$ cat src/rtl/approx_add_sched.sv
// Two-requester round-robin scheduler onto one shared exact/approximate adder.
// The result sits in a single valid/ready register; approximate accepts are counted.
module approx_add_sched #(
  parameter int unsigned N = 16,
  parameter int unsigned P = 8
) (
  input  logic         clk,
  input  logic         rst_n,
  input  logic         req0_valid,
  output logic         req0_ready,
  input  logic [N-1:0] req0_x,
  input  logic [N-1:0] req0_y,
  input  logic         req0_exact,
  input  logic         req1_valid,
  output logic         req1_ready,
  input  logic [N-1:0] req1_x,
  input  logic [N-1:0] req1_y,
  input  logic         req1_exact,
  output logic         out_valid,
  input  logic         out_ready,
  output logic [N:0]   out_sum,
  output logic         out_id,
  output logic         out_exact,
  output logic [15:0]  approx_cnt
);

  localparam logic StEmpty = 1'b0;
  localparam logic StFull  = 1'b1;

  logic        state_q, state_d;
  logic        ptr_q, ptr_d;
  logic [N:0]  sum_q, sum_d;
  logic        id_q, id_d;
  logic        exact_q, exact_d;
  logic [15:0] cnt_q, cnt_d;

  logic         can_accept, win, accept;
  logic [N-1:0] sel_x, sel_y;
  logic         sel_exact;
  logic         c;
  logic [P-1:0] lo_sum;
  logic [N-P:0] hi_sum;
  logic [N:0]   approx_sum, exact_sum;

  assign can_accept = (state_q == StEmpty) | out_ready;

  // A lone requester wins outright; on contention the pointer decides.
  assign win = (req0_valid & req1_valid) ? ptr_q : req1_valid;

  // rst_n gating keeps both readies low for the whole reset window.
  assign req0_ready = rst_n & can_accept & req0_valid & ~win;
  assign req1_ready = rst_n & can_accept & req1_valid & win;
  assign accept     = req0_ready | req1_ready;

  assign sel_x     = win ? req1_x     : req0_x;
  assign sel_y     = win ? req1_y     : req0_y;
  assign sel_exact = win ? req1_exact : req0_exact;

  assign exact_sum = {1'b0, sel_x} + {1'b0, sel_y};

  // Lower-part approximation: the top two low bits absorb the carry, the rest read as ones.
  assign c = sel_x[P-1] & sel_y[P-1];

  always_comb begin
    lo_sum      = '1;
    lo_sum[P-2] = sel_x[P-2] | sel_y[P-2];
    lo_sum[P-1] = c ? (sel_x[P-2] & sel_y[P-2]) : (sel_x[P-1] | sel_y[P-1]);
  end

  assign hi_sum     = {1'b0, sel_x[N-1:P]} + {1'b0, sel_y[N-1:P]} + {{(N-P){1'b0}}, c};
  assign approx_sum = {hi_sum, lo_sum};

  always_comb begin
    state_d = state_q;
    ptr_d   = ptr_q;
    sum_d   = sum_q;
    id_d    = id_q;
    exact_d = exact_q;
    cnt_d   = cnt_q;
    if (accept) begin
      state_d = StFull;
      ptr_d   = ~win;
      sum_d   = sel_exact ? exact_sum : approx_sum;
      id_d    = win;
      exact_d = sel_exact;
      if (!sel_exact && (cnt_q != 16'hFFFF)) begin
        cnt_d = cnt_q + 16'd1;
      end
    end else if ((state_q == StFull) && out_ready) begin
      state_d = StEmpty;
    end
  end

  always_ff @(posedge clk) begin
    if (!rst_n) begin
      state_q <= StEmpty;
      ptr_q   <= 1'b0;
      sum_q   <= '0;
      id_q    <= 1'b0;
      exact_q <= 1'b0;
      cnt_q   <= '0;
    end else begin
      state_q <= state_d;
      ptr_q   <= ptr_d;
      sum_q   <= sum_d;
      id_q    <= id_d;
      exact_q <= exact_d;
      cnt_q   <= cnt_d;
    end
  end

  assign out_valid  = (state_q == StFull);
  assign out_sum    = sum_q;
  assign out_id     = id_q;
  assign out_exact  = exact_q;
  assign approx_cnt = cnt_q;

endmodule

$ cat config.mk
export PLATFORM = sky130hd
export DESIGN_NAME = approx_add_sched
export DESIGN_NICKNAME = d
export VERILOG_FILES = /design/src/rtl/approx_add_sched.sv
export SDC_FILE = /design/constraint.sdc
export NUM_CORES = 1
export LEC_CHECK = 0
export CAP_MARGIN = 25
export CORE_MARGIN = 1.5
export CORE_UTILIZATION = 50
export CTS_BUF_LIST = sky130_fd_sc_hd__clkbuf_8
export CTS_CLUSTER_DIAMETER = 200
export DETAILED_ROUTE_END_ITERATION = 8
export GPL_ROUTABILITY_DRIVEN = 0
export MAX_ROUTING_LAYER = met4
export PLACE_DENSITY = 0.91
export SYNTH_ARGS = -nofsm -noshare
export SYNTH_HDL_FRONTEND = slang
export SYNTH_SLANG_ARGS = --single-unit
$ cat constraint.sdc
create_clock -name clk -period 5.3 [get_ports clk]
set_input_delay 1.06 -clock clk [delete_from_list [all_inputs] [get_ports clk]]
set_output_delay 1.06 -clock clk [all_outputs]
set_load 0.01 [all_outputs]
# Word-level counts from Yosys, hierarchy flattened
# Cells that the tools add are included.
dict set report totals {
  output_inout_bits 38
  ff_bits 37
  wordCells 38
  in_bits 71
}
dict set report op_classes {
  n_eq_ne 1
  bitwise 14
  n_addsub 4
  n_mux 8
  n_reduce_logical 5
}
# cell count
set op_table {}
lappend op_table {{$mux 16} 2}
lappend op_table {{$add 16x16->17} 1}
lappend op_table {{$mux 17} 1}
lappend op_table {{$add 16x1->16 const B} 1}
lappend op_table {{$ne 16x16->1 const B} 1}
lappend op_table {{$add 8x8->9} 1}
lappend op_table {{$add 9x1->9} 1}
lappend op_table {{$and 1x1->1} 8}
lappend op_table {{$mux 1} 5}
lappend op_table {{$or 1x1->1} 4}
lappend op_table {{$logic_and 1x1->1} 2}
lappend op_table {{$not 1->1} 2}
lappend op_table {{$reduce_and 2->1} 1}
lappend op_table {{$reduce_bool 2->1} 1}
lappend op_table {{$logic_not 1->1} 1}

# Longest topological paths before layout
# Gate-level depths: netlist (run 1).
dict set report logic_depth {
  ltp_word 7
  mapped_depth 16
  depth_no_buf 14
}

# Least setup slack after synthesis (run 1)
# Ideal clock, no wire load.
dict set report synth_timing {
  kind {input port to flip-flop}
  from {input port req1_valid}
  to {register sum_q[14], in the netlist out_sum[14]}
  required_time_ns 5.213
  arrival_time_ns 3.724
  setup_slack_ns 1.489
  n_path_buf 3
  setup_ns 0.087
  cell_stages 16
  path_cell_list {clkbuf_1 -> and2_1 -> clkbuf_1 -> clkbuf_1 -> nand2_1 -> nand2_1 -> ha_1 -> inv_1 -> fa_1 -> inv_1 -> fa_1 -> inv_1 -> a311o_1 -> a211o_1 -> and3b_1 -> o31ai_1}
}
dict set report synth_via {
  elab_chain_len 6
  word_cells_on_any_way 15
  classes_between {add/sub: 3; mux: 5; bitwise: 7}
}
# item line_no
set synth_rtl {}
lappend synth_rtl {{start, declared} 14} ;# input logic req1_valid,
lappend synth_rtl {{$and 1x1->1} 48} ;# assign win = (req0_valid & req1_valid) ? ptr_q : req1_valid;
lappend synth_rtl {{$mux 1} 48}
lappend synth_rtl {{$mux 16 (on tied branches)} {55, 56}}
lappend synth_rtl {{$add 8x8->9 / $and 1x1->1 (equally long branches)} {70, 62}}
lappend synth_rtl {{$add 9x1->9} 70} ;# assign hi_sum = {1'b0, sel_x[N-1:P]} + {1'b0, sel_y[N-1:P]} + {{(N-P){1'b0}}, c};
lappend synth_rtl {{$mux 17} 83} ;# sum_d = sel_exact ? exact_sum : approx_sum;
lappend synth_rtl {{end signal, assigned} 105} ;# sum_q <= sum_d;
lappend synth_rtl {{end, declared} 32} ;# logic [N:0] sum_q, sum_d;
# Several ways; a longest one is shown, not always the timed one.
# A chain may end at the register's enable or synchronous reset.

# Final worst setup path (run 1)
dict set report layout_timing {
  from {input port req0_valid}
  to {output port req0_ready}
}
dict set report layout_via {
  elab_chain_len 4
  word_cells_on_any_way 5
  classes_between {mux: 1; bitwise: 4}
}
# item line_no
set layout_rtl {}
lappend layout_rtl {{start, declared} 9} ;# input logic req0_valid,
lappend layout_rtl {{$and 1x1->1} 48}
lappend layout_rtl {{$mux 1} 48}
lappend layout_rtl {{$not 1->1} 51} ;# assign req0_ready = rst_n & can_accept & req0_valid & ~win;
lappend layout_rtl {{$and 1x1->1 (*)} 51}
lappend layout_rtl {{end, declared} 10} ;# output logic req0_ready,
# Mark *: on every way between the ends. The rest lies on a longest branch, timed or not.

==> flow_metrics.env, run 1 <==
export IMPL_status="complete, no violations"
export IMPL_die_w_um=79.3
export IMPL_dp_hpwl_um=6220
export IMPL_synth_edf_count=0
export IMPL_layoutNonFillerInstCount=572
export IMPL_holdPathStages=2
export IMPL_placed_cells=565
export IMPL_timing_fmax_mhz=230
export IMPL_die_h_um=79.3
export IMPL_worstSkewPairLatency_ns=0.29
export IMPL_finalCriticalPeriod_ns=4.35
export IMPL_via_count=3326
export IMPL_grt_start_max_net_pins=25
export IMPL_cts_tree="yes"
export IMPL_routedWlPerCell_um=14.1
export IMPL_power_frac_comb_pct=42.8
export IMPL_pwr_share_clk_pct=22.2
export IMPL_start_util_pct=52.3
export IMPL_required_ns=4.24
export IMPL_setup_viol=0
export IMPL_cts_sinks=37
export IMPL_cts_root_buffer="clkbuf_8"
export IMPL_rsz0062_at_grt="false"
export IMPL_yosys_top_cells_area="dfxtp_1 25%, nand2_1 14%, ha_1 8.2%"
export IMPL_fin_crit_sh_pct=82.1
export IMPL_swShare_pct=34.3
export IMPL_synth_cell_types=59
export IMPL_cell_internal_pwr_uw=591
export IMPL_synthCells=407
export IMPL_grt_util_all_layers_pct=26.2
export IMPL_clk_pin_slew_worst_paths_ns=0.07
export IMPL_gr_total_overflow=0
export IMPL_grt_pass1_wl_um=13200
export IMPL_maxCapViolCount=0
export IMPL_yosys_register_bits=37
export IMPL_critPathMaxFanout=18
export IMPL_synth_common_cells="112 x nand2_1, 37 x dfxtp_1, 25 x a21oi_1"
export IMPL_postSynth_asyncResetShare_pct=0
export IMPL_dr_first_iter_drc_count=213
export IMPL_peakVddDrop_mv=0.184
export IMPL_core_area_mm2=0.00557
export IMPL_finalClockSkew_ns=0.00241
export IMPL_antenna_found_initial=0
export IMPL_area_delta_synth_final_pct=40.2
export IMPL_drt_vias_per_instance=5.81
export IMPL_synth_top_cell_by_area="dfxtp_1"
export IMPL_std_cell_rows=27
export IMPL_worstHoldPathType="reg2reg"
export IMPL_syn_area_mm2=0.00291
export IMPL_ant_nets=0
export IMPL_io_pins=109
export IMPL_syn_mean_instance_area_um2=7.16
export IMPL_layout_drive_gt1_share_pct=2.80
export IMPL_slew_headroom_pct=52.2
export IMPL_portBuffers=108
export IMPL_ys_warn_count=0
export IMPL_sequentialPowerShare_pct=35.0
export IMPL_cts_buffer_depth=2
export IMPL_numCtsBuffers=5
export IMPL_tns_ns=0
export IMPL_die_area_mm2=0.00629
export IMPL_powerDensity_mw_per_mm2=220
export IMPL_ctsResizeCount=0
export IMPL_drv_slew=0
export IMPL_drt_wl_total_um=8060
export IMPL_syn_nets=500
export IMPL_synth_most_common_cell="nand2_1"
export IMPL_p_switching_uw=309
export IMPL_start_kind="input port"
export IMPL_final_nets=593
export IMPL_arrival_ns=3.29
export IMPL_hold_viol=0
export IMPL_cts_hold_fix_buffers=0
export IMPL_first_global_vias=2982
export IMPL_yosysSeqAreaShare_pct=25.4
export IMPL_worst_pin_slew_ns=0.716
export IMPL_critPathKind="in2out"
export IMPL_cts_setup_buffers=0
export IMPL_drtPass1Iterations=5
export IMPL_synthFlopType="dfxtp_1"
export IMPL_yosys_area_top_type_share_pct=25.4
export IMPL_drc=0
export IMPL_worst_r2r_cell_count=14
export IMPL_antennaDiodeCount=0
export IMPL_crit_path_end_kind="primary output"
export IMPL_cellLeakagePower_uw=0.00170
export IMPL_h_tree_depth=2
routing by layer:
layer | GRT usage (%) | up-vias | wire length (um) | share of wire [%]
met3 | 3.56 | 14 | 707 | 8.8
met5 | - | - | 0 | 0
met2 | 43.1 | 200 | 3870 | 48
li1 | - | 1610 | - | -
met4 | 8.60 | 0 | 131 | 1.6
met1 | 33.2 | 1502 | 3360 | 42
worst max-delay path: stages:
cell and delay [ns]:
clkdlybuf4s50_1 0.60, nand2b_1 0.16, and2_1 0.38, buf_4 0.29
nor3b_1 0.23, clkdlybuf4s50_1 0.57
logic make-up (layout without fill, tap and decap cells):
family	after synthesis	after routing	share of synthesized area (%)
buffers and inverters	41	134	5.84
adder cells (fa/ha/maj)	22	22	10.2
flip-flops	37	37	25.4
AND/OR/NAND/NOR	193	193	30.8
multiplexers	3	3	1.03
XOR/XNOR	17	17	5.11
AO/OA/AOI/OAI	94	94	21.5
through the flow:
stage               util, %  worst slack [ns]  hold slack [ns]  cell area [um^2]  total power (uW)
floorplan                 -              1.49            0.440              2910               550
global placement       71.7             0.943            0.450              4000               689
detailed placement     71.7             0.775            0.453              4000               698
CTS                    73.2             0.941            0.463              4080               899
global route           73.2             0.789            0.484              4080               949
finish                 73.2             0.950            0.464              4080               899
placed cells by master (no fill, tap or decap), types with 2 or more instances in the layout:
cell and instances:
a21boi_1 2, o211ai_1 2, a21o_1 10, and2_1 2
nand4_1 7, inv_1 17, o21a_1 2, nor3b_1 2
o41ai_1 5, and4_1 2, o21ai_1 5, a31oi_1 9
ha_1 19, nor3_1 4, clkdlybuf4s50_1 108, nand2b_1 2
dfxtp_1 37, o31ai_1 6, mux2i_1 3, nand2_1 112
a211o_1 2, or4_1 4, nor2_1 24, a21oi_1 25
clkbuf_8 6, or3b_1 2, nor4b_1 2, nand3_1 16
fa_1 3, buf_4 3, a211oi_1 2, nand3b_1 2
o21ai_0 10, xnor2_1 13, xor2_1 4, nor4_1 2
or3_1 2, o2111ai_1 2
registers in the layout, summed over array words and instances (netlist names):
register    count
out_valid       1
ptr_q           1
out_id          1
out_sum        17
approx_cnt     16
out_exact       1
worst paths after layout:
path               startpoint          end  slack (ns)
setup / recovery   req0_valid   req0_ready        0.95
hold / removal    out_sum[12]  out_sum[12]        0.46
setup reg to reg        ptr_q  out_sum[14]        1.96
hold reg to reg   out_sum[12]  out_sum[12]        0.46
power by group through the flow:
| stage | Clock [uW] | Combinational (uW) | Sequential, uW |
|---|---|---|---|
| finish | 200 | 385 | 315 |
| global route | 214 | 418 | 317 |
| CTS | 205 | 380 | 315 |
| detailed placement | 0 | 377 | 321 |
| global placement | 0 | 369 | 320 |
| floorplan | 0 | 221 | 329 |
area by class of cell:
| class | count | area, um^2 |
|---|---|---|
| inverters | 16 | 60.1 |
| repair buffers | 111 | 1100 |
| fillers | 423 | 1490 |
| clock inverters | 1 | 3.75 |
| well taps | 72 | 90.1 |
| multi-input cells | 329 | 2000 |
| flip-flops and latches | 37 | 741 |
| clock buffers | 6 | 82.6 |
Power figures use the tool's default switching activity.
==> inputs of run 2 (changes only) <==
--- a/config.mk
+++ b/config.mk
@@ -7,13 +7,13 @@
 export LEC_CHECK = 0
 export CAP_MARGIN = 25
 export CORE_MARGIN = 1.5
-export CORE_UTILIZATION = 50
+export CORE_UTILIZATION = 46
 export CTS_BUF_LIST = sky130_fd_sc_hd__clkbuf_8
 export CTS_CLUSTER_DIAMETER = 200
 export DETAILED_ROUTE_END_ITERATION = 8
 export GPL_ROUTABILITY_DRIVEN = 0
 export MAX_ROUTING_LAYER = met4
-export PLACE_DENSITY = 0.91
+export PLACE_DENSITY = 0.85
 export SYNTH_ARGS = -nofsm -noshare
 export SYNTH_HDL_FRONTEND = slang
 export SYNTH_SLANG_ARGS = --single-unit
==> constraint.sdc (replaced) <==
create_clock -name clk -period 4.2 [get_ports clk]
set_input_delay 0.84 -clock clk [delete_from_list [all_inputs] [get_ports clk]]
set_output_delay 0.84 -clock clk [all_outputs]
set_load 0.01 [all_outputs]
==> run 2 against run 1 <==
Effect of this change:
- utilization down 4.3 points
- global-route usage down 3.4 points
- sequential share of layout area down 0.32 points
- power up 34%
- via count down 2.7%
- clock power up 60%
- non-clock buffer count up 3
- register-to-register slack worse by 0.88 ns
- routed wire length down 3.5%
- combinational power up 26%
==> flow_metrics.env, run 2 (synthesis gave the netlist of run 1 again) <==
export IMPL_status="complete, no violations"
export IMPL_path_cells="clkdlybuf4s50_1 -> nand2b_1 -> and2_1 -> buf_12 -> nand2_1 -> nand2_1 -> ha_1 -> fa_1 -> a21oi_1 -> o22ai_1 -> or3_1 -> a221oi_2 -> o21ai_1 -> nor4b_1"
export IMPL_core_area_mm2=0.00603
export IMPL_timing_fmax_mhz=267
export IMPL_die_h_um=82.6
export IMPL_worstHoldPathType="reg2reg"
export IMPL_io_pins=109
export IMPL_rr_startpoint="ptr_q"
export IMPL_cts_root_buffer="clkbuf_8"
export IMPL_grt_util_all_layers_pct=22.8
export IMPL_dr_first_iter_drc_count=155
export IMPL_cts_buffer_depth=2
export IMPL_hold_viol=0
export IMPL_drt_vias_per_instance=5.59
export IMPL_via_count=3236
export IMPL_worst_r2r_cell_count=13
export IMPL_hp_start="ptr_q"
export IMPL_maxCapViolCount=0
export IMPL_cts_setup_buffers=0
export IMPL_worst_pin_slew_ns=0.701
export IMPL_layout_common_cells="112 x nand2_1, 108 x clkdlybuf4s50_1, 37 x dfxtp_1"
export IMPL_cp_slowest_cell="clkdlybuf4s50_1"
export IMPL_gr_total_overflow=0
export IMPL_largest_register_ffs=17
export IMPL_required_ns=4.35
export IMPL_final_nets=596
export IMPL_cts_sinks=37
export IMPL_mostFrequentLayoutCell="nand2_1"
export IMPL_met1_usage_pct=28.9
export IMPL_routedWlPerCell_um=13.4
export IMPL_tns_ns=0
export IMPL_critPathMaxFanout=32
export IMPL_start_util_pct=48.3
export IMPL_layout_drive_gt1_share_pct=3.77
export IMPL_met3_usage_pct=3.41
export IMPL_rsz0062_at_grt="false"
export IMPL_crit_buf_inv=2
export IMPL_worstSkewPairLatency_ns=0.29
export IMPL_crit_path_end_kind="register"
export IMPL_finalCriticalPeriod_ns=3.75
export IMPL_drtPass1Iterations=4
export IMPL_met2_usage_pct=37.5
export IMPL_numCtsBuffers=5
export IMPL_fin_crit_sh_pct=89.2
export IMPL_setup_ws_ns=0.453
export IMPL_hold_path_end="ptr_q"
export IMPL_cellLeakagePower_uw=0.00173
export IMPL_cts_tree="yes"
export IMPL_startpoint="req0_valid"
export IMPL_arrival_ns=3.89
export IMPL_drt_wl_total_um=7780
export IMPL_cts_hold_fix_buffers=0
export IMPL_portBuffers=108
export IMPL_r2r_slack_ns=1.08
export IMPL_dp_hpwl_um=6060
export IMPL_max_stage_delay_ns=0.48
export IMPL_h_tree_depth=2
export IMPL_area_delta_synth_final_pct=42.7
export IMPL_setup_viol=0
export IMPL_ant_nets=0
export IMPL_antennaDiodeCount=0
export IMPL_ctsResizeCount=0
export IMPL_die_area_mm2=0.00682
export IMPL_antenna_found_initial=0
export IMPL_pre_cts_ws_ns=0.176
export IMPL_top_usage_layer="met2"
export IMPL_critPathMostFrequentCell="nand2_1"
export IMPL_finalClockSkew_ns=0.00477
export IMPL_die_w_um=82.6
export IMPL_holdPathStages=1
export IMPL_powerDensity_mw_per_mm2=289
export IMPL_grt_start_max_net_pins=33
export IMPL_std_cell_rows=28
export IMPL_start_kind="input port"
export IMPL_drv_slew=0
export IMPL_clk_pin_slew_worst_paths_ns=0.07
export IMPL_crit_family="simple AND/OR/NAND/NOR gates"
export IMPL_grt_pass1_wl_um=12000
export IMPL_drc=0
export IMPL_critPathKind="in2reg"
export IMPL_slew_headroom_pct=53.2
export IMPL_peakVddDrop_mv=0.227
export IMPL_r2r_end="out_sum[16]"
export IMPL_first_global_vias=2718
## run 2: worst max path at each step
| stage | cells past startpoint | endpoint | slack [ns] |
|---|---|---|---|
| 5_1_grt | 14 | out_sum[14] | 0.22 |
| 3_3_place_gp | 14 | out_sum[16] | 0.26 |
| 2_1_floorplan | 16 | out_sum[14] | 0.61 |
| 4_1_cts | 14 | out_sum[16] | 0.48 |
| 6_report | 14 | out_sum[16] | 0.45 |
| 3_5_place_dp | 12 | out_sum[16] | 0.18 |
## run 2: final cells by class
cell class                 count  area, um^2
tap                           75        93.8
timing repair buffer         114        1140
inverter                      16        60.1
clock inverter                 2        37.5
sequential                    37         741
clock buffer                   6        82.6
fill                         489        1870
multi-input combinational    329        2000
## run 2: per-stage QoR
stage | hold WS [ns] | total power [uW] | utilization [%] | instances | area, um^2
after floorplan | 0.440 | 694 | - | 407 | 2910
after global placement | 0.453 | 875 | 67.0 | 571 | 4040
after detailed placement | 0.463 | 884 | 67.0 | 571 | 4040
after CTS | 0.477 | 1200 | 69.0 | 579 | 4160
after global routing | 0.503 | 1270 | 69.0 | 579 | 4160
final | 0.476 | 1200 | 69.0 | 579 | 4160
## run 2: metal layers
layer  share of wire [%]  routed length (um)
met2                  47                3620
met4                 1.4                 109
met5                   0                   0
met1                  44                3450
met3                 7.6                 594
## run 2: power breakdown
group          switching (uW)  internal, uW  total, uW
sequential               17.2           380        397
combinational             244           241        485
clock                     127           193        320
total                     388           814       1200
==> inputs of run 3 (changes only) <==
--- a/config.mk
+++ b/config.mk
@@ -7,13 +7,13 @@
 export LEC_CHECK = 0
 export CAP_MARGIN = 25
 export CORE_MARGIN = 1.5
-export CORE_UTILIZATION = 46
+export CORE_UTILIZATION = 42
 export CTS_BUF_LIST = sky130_fd_sc_hd__clkbuf_8
 export CTS_CLUSTER_DIAMETER = 200
 export DETAILED_ROUTE_END_ITERATION = 8
 export GPL_ROUTABILITY_DRIVEN = 0
 export MAX_ROUTING_LAYER = met4
-export PLACE_DENSITY = 0.85
+export PLACE_DENSITY = 0.82
 export SYNTH_ARGS = -nofsm -noshare
 export SYNTH_HDL_FRONTEND = slang
 export SYNTH_SLANG_ARGS = --single-unit
==> constraint.sdc (replaced) <==
create_clock -name clk -period 3.1 [get_ports clk]
set_input_delay 0.62 -clock clk [delete_from_list [all_inputs] [get_ports clk]]
set_output_delay 0.62 -clock clk [all_outputs]
set_load 0.01 [all_outputs]
==> run 3 against run 2 <==
Effect of this change:
- cell count up 9.0%
- worst hold slack worse by 0.012 ns
- combinational power up 64%
- highest routed layer unchanged
- count of clock-buffer cells in the layout down 1
- critical path depth up 1
- global-route usage up 0.92 points
- largest cell class unchanged
- routed wire length up 11%
- sequential power up 36%
- sequential share of layout area down 1.6 points
- clock power up 34%
- via count up 5.6%
- flip-flop and latch count unchanged
==> flow_metrics.env, run 3 (synthesis gave the netlist of run 1 again) <==
export IMPL_cellLeakagePower_uw=0.00196
export IMPL_drv_slew=0
export IMPL_gr_total_overflow=0
export IMPL_worstSkewPairLatency_ns=0.30
export IMPL_slew_headroom_pct=52.5
export IMPL_io_pins=109
export IMPL_grt_pass1_wl_um=14100
export IMPL_clk_pin_slew_worst_paths_ns=0.08
export IMPL_die_area_mm2=0.00744
export IMPL_numCtsBuffers=5
export IMPL_power_frac_comb_pct=45.0
export IMPL_drt_vias_per_instance=5.42
export IMPL_routedWlPerCell_um=13.7
export IMPL_maxCapViolCount=0
export IMPL_hold_viol=0
export IMPL_worstHoldPathType="reg2reg"
export IMPL_portBuffers=108
export IMPL_grt_util_all_layers_pct=23.8
export IMPL_antenna_found_initial=0
export IMPL_finalClockSkew_ns=0.00391
export IMPL_h_tree_depth=2
export IMPL_hold_ws_ns=0.464
export IMPL_final_nets=643
export IMPL_swShare_pct=33.0
export IMPL_layoutNonFillerInstCount=631
export IMPL_cts_buffer_depth=2
export IMPL_pwr_share_clk_pct=24.4
export IMPL_cts_root_buffer="clkbuf_8"
export IMPL_required_ns=3.32
export IMPL_p_switching_uw=581
export IMPL_die_w_um=86.3
export IMPL_met2_usage_pct=41.9
export IMPL_std_cell_rows=30
export IMPL_timing_fmax_mhz=339
export IMPL_met3_usage_pct=2.76
export IMPL_start_kind="register"
export IMPL_crit_path_end_kind="register"
export IMPL_cts_tree="yes"
export IMPL_drt_wl_total_um=8620
export IMPL_mostFrequentLayoutCell="nand2_1"
export IMPL_top_usage_layer="met2"
export IMPL_setup_ws_ns=0.149
export IMPL_area_delta_synth_final_pct=57.2
export IMPL_grt_start_max_net_pins=24
export IMPL_status="complete, no violations"
export IMPL_sequentialPowerShare_pct=30.6
export IMPL_fillers=563
export IMPL_layout_common_cells="111 x nand2_1, 106 x clkdlybuf4s50_1, 51 x buf_4"
export IMPL_setup_viol=0
export IMPL_arrival_ns=3.17
export IMPL_drtPass1Iterations=4
export IMPL_critPathMaxFanout=7
export IMPL_start_util_pct=43.1
export IMPL_die_h_um=86.3
export IMPL_placed_cells=617
export IMPL_layout_drive_gt1_share_pct=15.2
export IMPL_finalCriticalPeriod_ns=2.95
export IMPL_largest_register_ffs=17
export IMPL_fin_crit_sh_pct=95.2
export IMPL_core_area_mm2=0.00676
export IMPL_peakVddDrop_mv=0.165
export IMPL_cell_internal_pwr_uw=1180
export IMPL_drc=0
export IMPL_antennaDiodeCount=0
export IMPL_critPathKind="reg2reg"
export IMPL_cts_sinks=37
export IMPL_powerDensity_mw_per_mm2=384
export IMPL_tns_ns=0
export IMPL_ant_nets=0
export IMPL_worst_pin_slew_ns=0.711
export IMPL_pre_cts_ws_ns=-0.587
export IMPL_first_global_vias=3208
export IMPL_dr_first_iter_drc_count=162
export IMPL_met1_usage_pct=29.0
export IMPL_via_count=3418
export IMPL_dp_hpwl_um=6780
-- run 3: cell count changes in the layout (fill, tap and decap cells not counted), moves of 3 or more --
cell and delta:
inv_1 -3, fa_1 -3, inv_2 +3, buf_4 +46
fa_2 +3, ha_1 -3
-- run 3: cell type report --
| class | count | area [um^2] | share of cell area, % |
|---|---|---|---|
| multi-input combinational | 329 | 2070 | 45.2 |
| timing repair buffer | 161 | 1490 | 32.6 |
| sequential | 37 | 741 | 16.2 |
| tap | 80 | 100 | 2.19 |
| clock buffer | 5 | 68.8 | 1.50 |
| inverter | 16 | 60.1 | 1.31 |
| clock inverter | 3 | 46.3 | 1.01 |
-- run 3: through the flow --
step           utilization, %  power (uW)  area, um^2
4_1_cts                  67.4        1750        4560
2_1_floorplan               -         946        2930
3_3_place_gp             64.6        1280        4370
6_report                 67.8        1760        4580
3_5_place_dp             64.6        1300        4370
5_1_grt                  67.8        1860        4580
-- run 3: path summary, 6_finish.rpt --
kind | cells past startpoint | to | slack, ns | startpoint
setup reg to reg | 15 | out_sum[14] | 0.15 | ptr_q
hold reg to reg | 2 | out_sum[12] | 0.46 | out_sum[12]
hold / removal | 2 | out_sum[12] | 0.46 | out_sum[12]
setup / recovery | 15 | out_sum[14] | 0.15 | ptr_q
-- run 3: power groups by stage --
stage,Sequential (uW),Clock (uW),Combinational [uW]
2_1_floorplan,563,0,383
3_3_place_gp,548,0,732
3_5_place_dp,548,0,753
4_1_cts,538,436,780
5_1_grt,542,458,860
6_report,538,429,793
-- run 3: what timing repair did --
item | in CTS | in global routing
hold buffers | 0 | 0
endpoints found under the setup margin | 11 | 4
setup buffers | 4 | 2
pin swaps | 7 | 14
resized for setup | 14 | 8
-- run 3: layer usage --
metal  wire length [um]  part of all wire (%)
met1               3780                    44
met2               4270                    50
met3                481                   5.6
met4                 82                  0.95
met5                  0                     0
-- run 3: critical path, cell delays in order (launching register included) --
cell and delay (ns):
dfxtp_1 0.36, nand2b_2 0.18, nand2_2 0.08, buf_12 0.14, mux2i_4 0.18, inv_1 0.06
ha_2 0.18, inv_2 0.05, fa_2 0.35, inv_2 0.08, fa_2 0.19, inv_2 0.05
a311o_1 0.33, a211o_1 0.29, and3b_1 0.16, o31ai_1 0.19
